<file path="src/rtl/pipe_hazard_ctrl.sv">
// Stall/flush sequencer covering hazards forwarding cannot resolve: load-use,
// branch operands not ready in ID, and HI/LO access while the mul/div unit is busy.
//
// state | meaning
// IDLE  | mul/div unit free, HI/LO readable
// BUSY  | mult/div in flight, cnt holds remaining cycles
module pipe_hazard_ctrl #(
    parameter int MUL_LAT = 4,
    parameter int DIV_LAT = 32,
    parameter int CNT_W   = 6
) (
    input  logic        clk,
    input  logic        rst_n,
    input  logic [5:0]  Opcode_IFID,
    input  logic [5:0]  Funct_IFID,
    input  logic [4:0]  RsAddr_IFID,
    input  logic [4:0]  RtAddr_IFID,
    input  logic [4:0]  RdAddr_IDEX,
    input  logic        RegWrite_IDEX,
    input  logic        MemRead_IDEX,
    input  logic [4:0]  RdAddr_EXMEM,
    input  logic        MemRead_EXMEM,
    input  logic        BranchTaken,
    input  logic        Jump_ID,
    output logic        PCWrite,
    output logic        IFIDWrite,
    output logic        IDEXFlush,
    output logic        IFIDFlush,
    output logic        MulDivStart,
    output logic        MulDivBusy,
    output logic        MulDivDone,
    output logic [15:0] StallCount
);

    typedef enum logic {IDLE = 1'b0, BUSY = 1'b1} state_t;

    localparam logic [CNT_W-1:0] MulLatC = CNT_W'(MUL_LAT);
    localparam logic [CNT_W-1:0] DivLatC = CNT_W'(DIV_LAT);
    localparam logic [CNT_W-1:0] CntOne  = CNT_W'(1);

    state_t           state, stateNext;
    logic [CNT_W-1:0] cnt, cntNext;
    logic             startNext, doneNext;

    logic usesRs, usesRt, isBr1, isBr2, isHiLo, isMulDiv;
    logic rsLive, rtLive, cmpRs, cmpRt;
    logic loadUse, branchStall, hiLoStall, stall;

    always_comb begin
        usesRs   = !((Opcode_IFID == 6'h02) || (Opcode_IFID == 6'h03));
        usesRt   = Opcode_IFID inside {6'h00, 6'h04, 6'h05, 6'h28, 6'h29, 6'h2B};
        isBr2    = Opcode_IFID inside {6'h04, 6'h05};
        isBr1    = Opcode_IFID inside {6'h01, 6'h06, 6'h07};
        isHiLo   = (Opcode_IFID == 6'h00) && (Funct_IFID inside {[6'h10:6'h13], [6'h18:6'h1B]});
        isMulDiv = (Opcode_IFID == 6'h00) && (Funct_IFID inside {[6'h18:6'h1B]});
        rsLive   = usesRs && (RsAddr_IFID != 5'd0);
        rtLive   = usesRt && (RtAddr_IFID != 5'd0);
        cmpRs    = (isBr1 || isBr2) && (RsAddr_IFID != 5'd0);
        cmpRt    = isBr2 && (RtAddr_IFID != 5'd0);
    end

    always_comb begin
        loadUse = MemRead_IDEX && (RdAddr_IDEX != 5'd0) &&
                  ((rsLive && (RsAddr_IFID == RdAddr_IDEX)) ||
                   (rtLive && (RtAddr_IFID == RdAddr_IDEX)));
        // ALU result in EX or load in MEM is too late for the compare in ID
        branchStall = (RegWrite_IDEX && (RdAddr_IDEX != 5'd0) &&
                       ((cmpRs && (RsAddr_IFID == RdAddr_IDEX)) ||
                        (cmpRt && (RtAddr_IFID == RdAddr_IDEX)))) ||
                      (MemRead_EXMEM && (RdAddr_EXMEM != 5'd0) &&
                       ((cmpRs && (RsAddr_IFID == RdAddr_EXMEM)) ||
                        (cmpRt && (RtAddr_IFID == RdAddr_EXMEM))));
        hiLoStall = (state == BUSY) && isHiLo;
        stall     = loadUse || branchStall || hiLoStall;
    end

    always_ff @(posedge clk) begin
        if (!rst_n) begin
            state       <= IDLE;
            cnt         <= '0;
            MulDivStart <= 1'b0;
            MulDivDone  <= 1'b0;
            StallCount  <= 16'd0;
        end else begin
            state       <= stateNext;
            cnt         <= cntNext;
            MulDivStart <= startNext;
            MulDivDone  <= doneNext;
            if (stall && (StallCount != 16'hFFFF)) begin
                StallCount <= StallCount + 16'd1;
            end
        end
    end

    always_comb begin
        stateNext = state;
        cntNext   = cnt;
        startNext = 1'b0;
        doneNext  = 1'b0;
        case (state)
            IDLE: begin
                if (isMulDiv && !stall) begin
                    stateNext = BUSY;
                    cntNext   = Funct_IFID[1] ? DivLatC : MulLatC;
                    startNext = 1'b1;
                end
            end
            BUSY: begin
                cntNext = cnt - CntOne;
                if (cnt == CntOne) begin
                    stateNext = IDLE;
                    doneNext  = 1'b1;
                end
            end
            default: stateNext = IDLE;
        endcase
    end

    // Stall wins over flush: a branch resolved on stale operands is discarded
    always_comb begin
        MulDivBusy = (state == BUSY);
        if (!rst_n) begin
            PCWrite   = 1'b0;
            IFIDWrite = 1'b0;
            IDEXFlush = 1'b1;
            IFIDFlush = 1'b1;
        end else if (stall) begin
            PCWrite   = 1'b0;
            IFIDWrite = 1'b0;
            IDEXFlush = 1'b1;
            IFIDFlush = 1'b0;
        end else begin
            PCWrite   = 1'b1;
            IFIDWrite = 1'b1;
            IDEXFlush = 1'b0;
            IFIDFlush = BranchTaken || Jump_ID;
        end
    end

endmodule

</file>
<file path="config.mk">
export PLATFORM = sky130hd
export DESIGN_NAME = pipe_hazard_ctrl
export DESIGN_NICKNAME = d
export VERILOG_FILES = /design/src/rtl/pipe_hazard_ctrl.sv
export SDC_FILE = /design/constraint.sdc
export NUM_CORES = 1
export LEC_CHECK = 0
export CAP_MARGIN = 10
export CORE_MARGIN = 8
export CORE_UTILIZATION = 48
export CTS_CLUSTER_DIAMETER = 200
export DETAILED_ROUTE_END_ITERATION = 7
export PLACE_DENSITY_LB_ADDON = 0.15
export SLEW_MARGIN = 10
export SYNTH_ARGS = -nofsm -noshare
export SYNTH_HDL_FRONTEND = slang
export SYNTH_SLANG_ARGS = --single-unit
</file>
<file path="constraint.sdc">
create_clock -name clk -period 7.3 [get_ports clk]
set_clock_uncertainty 0.15 [all_clocks]
set_input_delay 1.46 -clock clk [delete_from_list [all_inputs] [get_ports clk]]
set_output_delay 1.46 -clock clk [all_outputs]
set_load 0.01 [all_outputs]
</file>
[After elaboration in Yosys (flattened, before gate mapping)]
Index checks and enable logic that the tools add are counted.
W data, S select, Z words.
Storage, ports and cells
  bits in registers: 25
  input port bits: 39
  logic and storage cells: 88
Cells by class
  add/subtract/negate cells: 2
  magnitude comparators: 4
  equal/unequal tests: 17
  multiplexer cells: 13
  bitwise logic cells: 2
  reduce and logical (&&, ||, !) cells: 45
Operators by type and width (number)
  $eq A6 B3 Y1 const B: 4
  $logic_and A1 B1 Y1: 23
  $eq A5 B5 Y1: 4
  $reduce_bool A5 Y1: 4
  $eq A6 B6 Y1 const B: 3
  $add A16 B1 Y16 const B: 1
  $ne A16 B16 Y1 const B: 1
  $eq A6 B1 Y1 const B: 2
  $eq A6 B2 Y1 const B: 2
  $ge A6 B5 Y1 const B: 2
  $le A6 B5 Y1 const B: 2
  $mux W6: 2
  $pmux W6 S2: 1
  $logic_or A1 B1 Y1: 9
  $mux W1: 9
  $logic_not A6 Y1: 1
  $reduce_bool A6 Y1: 1
  $sub A6 B1 Y6 const B: 1
  $reduce_bool A2 Y1: 2
  $reduce_bool A3 Y1: 1
  $logic_not A1 Y1: 2
  $ne A2 B2 Y1 const B: 1
  $not A1 Y1: 2
  $pmux W1 S2: 1
  2 further kinds: 2

[Depth between registers and ports, before layout]
  depth after elaboration: 14
  mapped depth: 10
  mapped depth without buffers: 8

[Worst setup path after synthesis]
OpenSTA, ideal clock, no wires.
  path kind: input -> output
  start: input RtAddr_IFID[0]
  end: output PCWrite
  arrival: 3.233 ns
  required time: 5.690 ns
  path slack: 2.457 ns
  stages on the path: 7
  buffers on the path: 1
  cells stage by stage: or4_1 o2111ai_1 nor2_1 a22o_1 a211o_4 nor2_1 buf_4
Between the ends
  cells in the longest elaborated chain, start to end: 10
  elaborated cells on any way between the ends: 19
  those cells by class: 2 x eq/ne; 2 x mux; 15 x reduce/logical
Ends and longest elaborated chain
  start: declaration: RTL line 17  | input logic [4:0] RtAddr_IFID,
  $reduce_bool A5 Y1: RTL line 57, 59
  $logic_and A1 B1 Y1: RTL line 59  | cmpRt = isBr2 && (RtAddr_IFID != 5'd0);
  $logic_and A1 B1 Y1, on equally long branches: RTL line 69, 72
  $logic_or A1 B1 Y1, on equally long branches: RTL line 68, 71
  $logic_and A1 B1 Y1, on equally long branches: RTL line 67, 70
  $logic_or A1 B1 Y1: RTL line 69  | (cmpRt && (RtAddr_IFID == RdAddr_IDEX)))) ||
  $logic_or A1 B1 Y1 (*) (2 in a row): RTL line 74  | stall = loadUse || branchStall || hiLoStall;
  $mux W1 (*) (2 in a row)
  end: declaration: RTL line 25  | output logic PCWrite,
Every way passes the cells marked *; elsewhere a longest branch is shown, timed or not.

[Final worst setup path]
  start: input RtAddr_IFID[0]
  end: output PCWrite
Between the ends
  cells in the longest elaborated chain, start to end: 10
  elaborated cells on any way between the ends: 19
  those cells by class: 2 x eq/ne; 2 x mux; 15 x reduce/logical
Ends and longest elaborated chain
  $reduce_bool A5 Y1: RTL line 57, 59
  $logic_and A1 B1 Y1: RTL line 59
  $logic_and A1 B1 Y1, on equally long branches: RTL line 69, 72
  $logic_or A1 B1 Y1, on equally long branches: RTL line 68, 71
  $logic_and A1 B1 Y1, on equally long branches: RTL line 67, 70
  $logic_or A1 B1 Y1: RTL line 69
  $logic_or A1 B1 Y1 (*) (2 in a row): RTL line 74
  $mux W1 (*): RTL line 127  | end else if (stall) begin
  $mux W1 (*): RTL line 122  | if (!rst_n) begin
Marked as above.

==> summary.md <==
| Metric | Value |
|---|---|
| Final hold viol count | `0` |
| Placed insts | `around 310` |
| Fin cells | `312` |
| Iteration-0 DRC Markers | `about 90` |
| Minimum clock period | `5.80 ns` |
| Placer Congestion | `between 0.8 and 0.9` |
| Adder-cell area share of the yosys netlist | `under 10%` |
| Die footprint | `around 5700 µm²` |
| Outcome | `finished, final reports clean` |
| Buf/Inv on CP | `2` |
| Routing usage on met2 | `between 30% and 40%` |
| Resized Gates After CTS | `0` |
| Initial antenna violation count | `0` |
| Hpwl dp | `~3900 µm` |
| Global-route wire length before repair | `approximately 7900 µm` |
| Layout net count | `309` |
| Commonest non-fill, non-tap cell in the layout | `clkdlybuf4s50_1` |
| Worst-Skew Late Latency | `around 0.33 ns` |
| TritonCTS buffer count | `3` |
| Setup repair bufs after CTS | `0` |
| Vias per cell | `~5.7` |
| Core Rows | `21` |
| CTS tree | `built` |
| Root buf cell | `clkbuf_4` |
| Pre-CTS setup slack | `between 1 and 1.5 ns` |
| Vias | `about 1,800` |
| Crit share post-route | `a little under 80%` |
| GR Overflow Total | `0` |
| Most Crowded Layer GR | `met2` |
| H-tree Lvls | `1` |
| Routed WL | `between 4000 and 5000 µm` |
| CP required | `5.69 ns` |
| Crit Path Class | `input port to primary output` |
| Syn. warnings | `0` |
| Setup WS post-layout | `~1.5 ns` |
| Core Footprint | `about 3400 µm²` |
| Clock slew at reported path FFs | `roughly 0.15 ns` |
| Area delta synth->final | `38.1%` |
| CP Max Fanout | `6` |
| WP data arrival | `~4.2 ns` |
| Setup TNS | `0 ns` |
| Initial Util | `around 50%` |
| Synth cell types | `51` |
| Routed wire length per instance | `between 15 and 20 µm` |
| Post-Syn Instances | `between 200 and 250` |
| Largest family of logic cells by synthesized area | `simple AND/OR/NAND/NOR gates` |
| GR Layer Usage met3 | `around 4.2%` |
| Critical path's slowest cell | `clkdlybuf4s50_1` |
| Multiplexer area fraction after synthesis | `approximately 1.8%` |
| Synth Register Bits | `25` |
| CP Capture Type | `primary output` |
| Die Wd | `75.6 µm` |
| Die H | `75.6 µm` |
| Final setup fails | `0` |
| Input/output buffers | `60` |
| # DRC | `0` |
| Gr usage total | `17.6%` |
| Grt met1 use | `between 20% and 30%` |
| Io pins | `between 60 and 70` |
| RSZ-0062 raised after global routing | `no` |
| Routed Antenna Nets | `0` |
| Maxcap violations | `0` |
| # diodes | `0` |
| Largest delay contributor family on the critical path | `buffers and inverters` |
| Vias in the first global route | `between 1,500 and 2,000` |
| XOR/XNOR share of the synthesized area | `between 10% and 20%` |
| First-pass iteration count of the detailed router | `4` |
| Sequential area share after synthesis | `just under 30%` |
| Hold Buf Count CTS | `0` |
| Most frequent cells in the layout | `clkdlybuf4s50_1, dfxtp_1, nor2_1, nand3_1, xnor2_1` |
| PwrDens | `roughly 110 nW/µm²` |
| Syn nets | `251` |
| Layout cells sized above 1 | `4.89%` |
| Max VDD drop | `approximately 130 µV` |
| CTS sink count | `25` |
| Worst path max stage delay | `roughly 0.60 ns` |
| CP Launch Type | `input port` |
| Final Util | `70.0%` |
| Largest net degree at the start of global routing | `23` |
| Syn Std Cell Area | `around 1700 µm²` |
| Clk buf depth | `2` |
| Compound-Gate Fraction of Synth Area | `20.0%` |
| Slew margin rel. | `51.0%` |
| Simple-Gate Fraction of Synth Area | `30.1%` |
| Avg Inst Size Synth | `approximately 8 µm²` |
| Least-Margin Pin Slew | `approximately 0.73 ns` |
| Fmax | `roughly 170 MHz` |
| Max-slew violations | `0` |
| Pleak | `between 0.7 and 0.8 nW` |
| Worst Hold Class | `register to register` |
| CP Cell Sequence | `clkdlybuf4s50_1 -> or4_1 -> o2111ai_1 -> nor2_1 -> a22o_1 -> a211o_4 -> nor2_1 -> clkdlybuf4s50_1` |
==> sequential cells by signal, indices dropped and copies added (netlist names) <==
name	count
cnt	6
MulDivDone	1
StallCount	16
MulDivBusy	1
MulDivStart	1
==> layout make-up <==
cell class,count,area (µm²)
Clock inverter,1,7.51
Clock buffer,3,22.5
Inverter,9,33.8
Sequential cell,25,500
Fill cell,307,1010
Timing Repair Buffer,60,601
Multi-Input combinational cell,168,1130
Tap cell,46,57.6
==> metrics by stage <==
| step | cell area, µm² | power, W | hold slack, ns |
|---|---|---|---|
| 6_report | 2350 | 0.000257 | 0.344 |
| 2_1_floorplan | 1710 | 0.000162 | 0.283 |
| 5_1_grt | 2350 | 0.000267 | 0.359 |
| 4_1_cts | 2350 | 0.000258 | 0.336 |
| 3_3_place_gp | 2320 | 0.000193 | 0.306 |
| 3_5_place_dp | 2320 | 0.000195 | 0.307 |
==> metal layers <==
metal	up-vias	part of all wire, %
met2	47	50
met3	7	4.4
met4	0	1.1
met5	-	0
met1	833	44
li1	896	-
==> synthesized netlist by cell type (all sizes together) <==
cell / n / area [µm²]
dfxtp: 25 / 500
nand3: 18 / 90.1
nor2: 18 / 67.6
xnor2: 15 / 131
nand2: 14 / 60.1
a21oi: 11 / 55.1
or4: 11 / 86.3
xor2: 9 / 78.8
inv: 8 / 30.0
nor4: 7 / 43.8
o31ai: 7 / 52.6
nand2b: 6 / 37.5
nor3: 5 / 36.3
o21ai: 5 / 28.8
clkbuf: 4 / 15.0
o21a: 4 / 30.0
and3: 3 / 18.8
buf: 3 / 23.8
ha: 3 / 37.5
mux2i: 3 / 30.0
a31oi: 2 / 12.5
nand4: 2 / 12.5
nor2b: 2 / 12.5
o2111ai: 2 / 17.5
o31a: 2 / 17.5
or3: 2 / 13.8
a2111oi: 1 / 8.76
a211o: 1 / 17.5
a21bo: 1 / 10.0
a21boi: 1 / 7.51
a21o: 1 / 7.51
a22o: 1 / 8.76
a22oi: 1 / 7.51
a311oi: 1 / 8.76
a32o: 1 / 10.0
and4: 1 / 8.76
clkinv: 1 / 3.75
nand3b: 1 / 7.51
nor3b: 1 / 7.51
o211ai: 1 / 7.51
o221ai: 1 / 8.76
o311ai: 1 / 16.3
o41ai: 1 / 8.76
or4b: 1 / 10.0
==> kinds of logic (layout without fill, tap and decap cells) <==
logic type	Yosys count	after routing
adders and majority gates	3	3
and+or+nand+nor	92	92
DFF	25	25
AOI/OAI and AO/OA	46	46
muxes	3	3
buffers and inverters	16	73
xor gates and xnor gates	24	24
==> power by group <==
part / internal, W / switching (W) / total, W
combinational: 0.0000310 / 0.0000240 / 0.0000550
clock: 0.0000210 / 0.0000437 / 0.0000647
sequential: 0.000137 / 0.000000263 / 0.000137
==> path summary, 6_finish.rpt <==
| path | startpoint | to | slack, ns | cells past startpoint |
|---|---|---|---|---|
| worst max-delay path | RtAddr_IFID[0] | PCWrite | 1.50 | 8 |
| worst min-delay path | cnt[4] | cnt[4] | 0.34 | 1 |
| worst max register to register | StallCount[3] | StallCount[1] | 4.66 | 8 |
| worst min register to register | cnt[4] | cnt[4] | 0.34 | 1 |
==> worst register-to-register path: cells and delay by family (launching register included) <==
| family | cells | cell delay (ns) |
|---|---|---|
| flops | 1 | 0.48 |
| mux | 1 | 0.21 |
| simple gates | 7 | 1.68 |
Note: power is estimated with default switching activity, not from simulation.
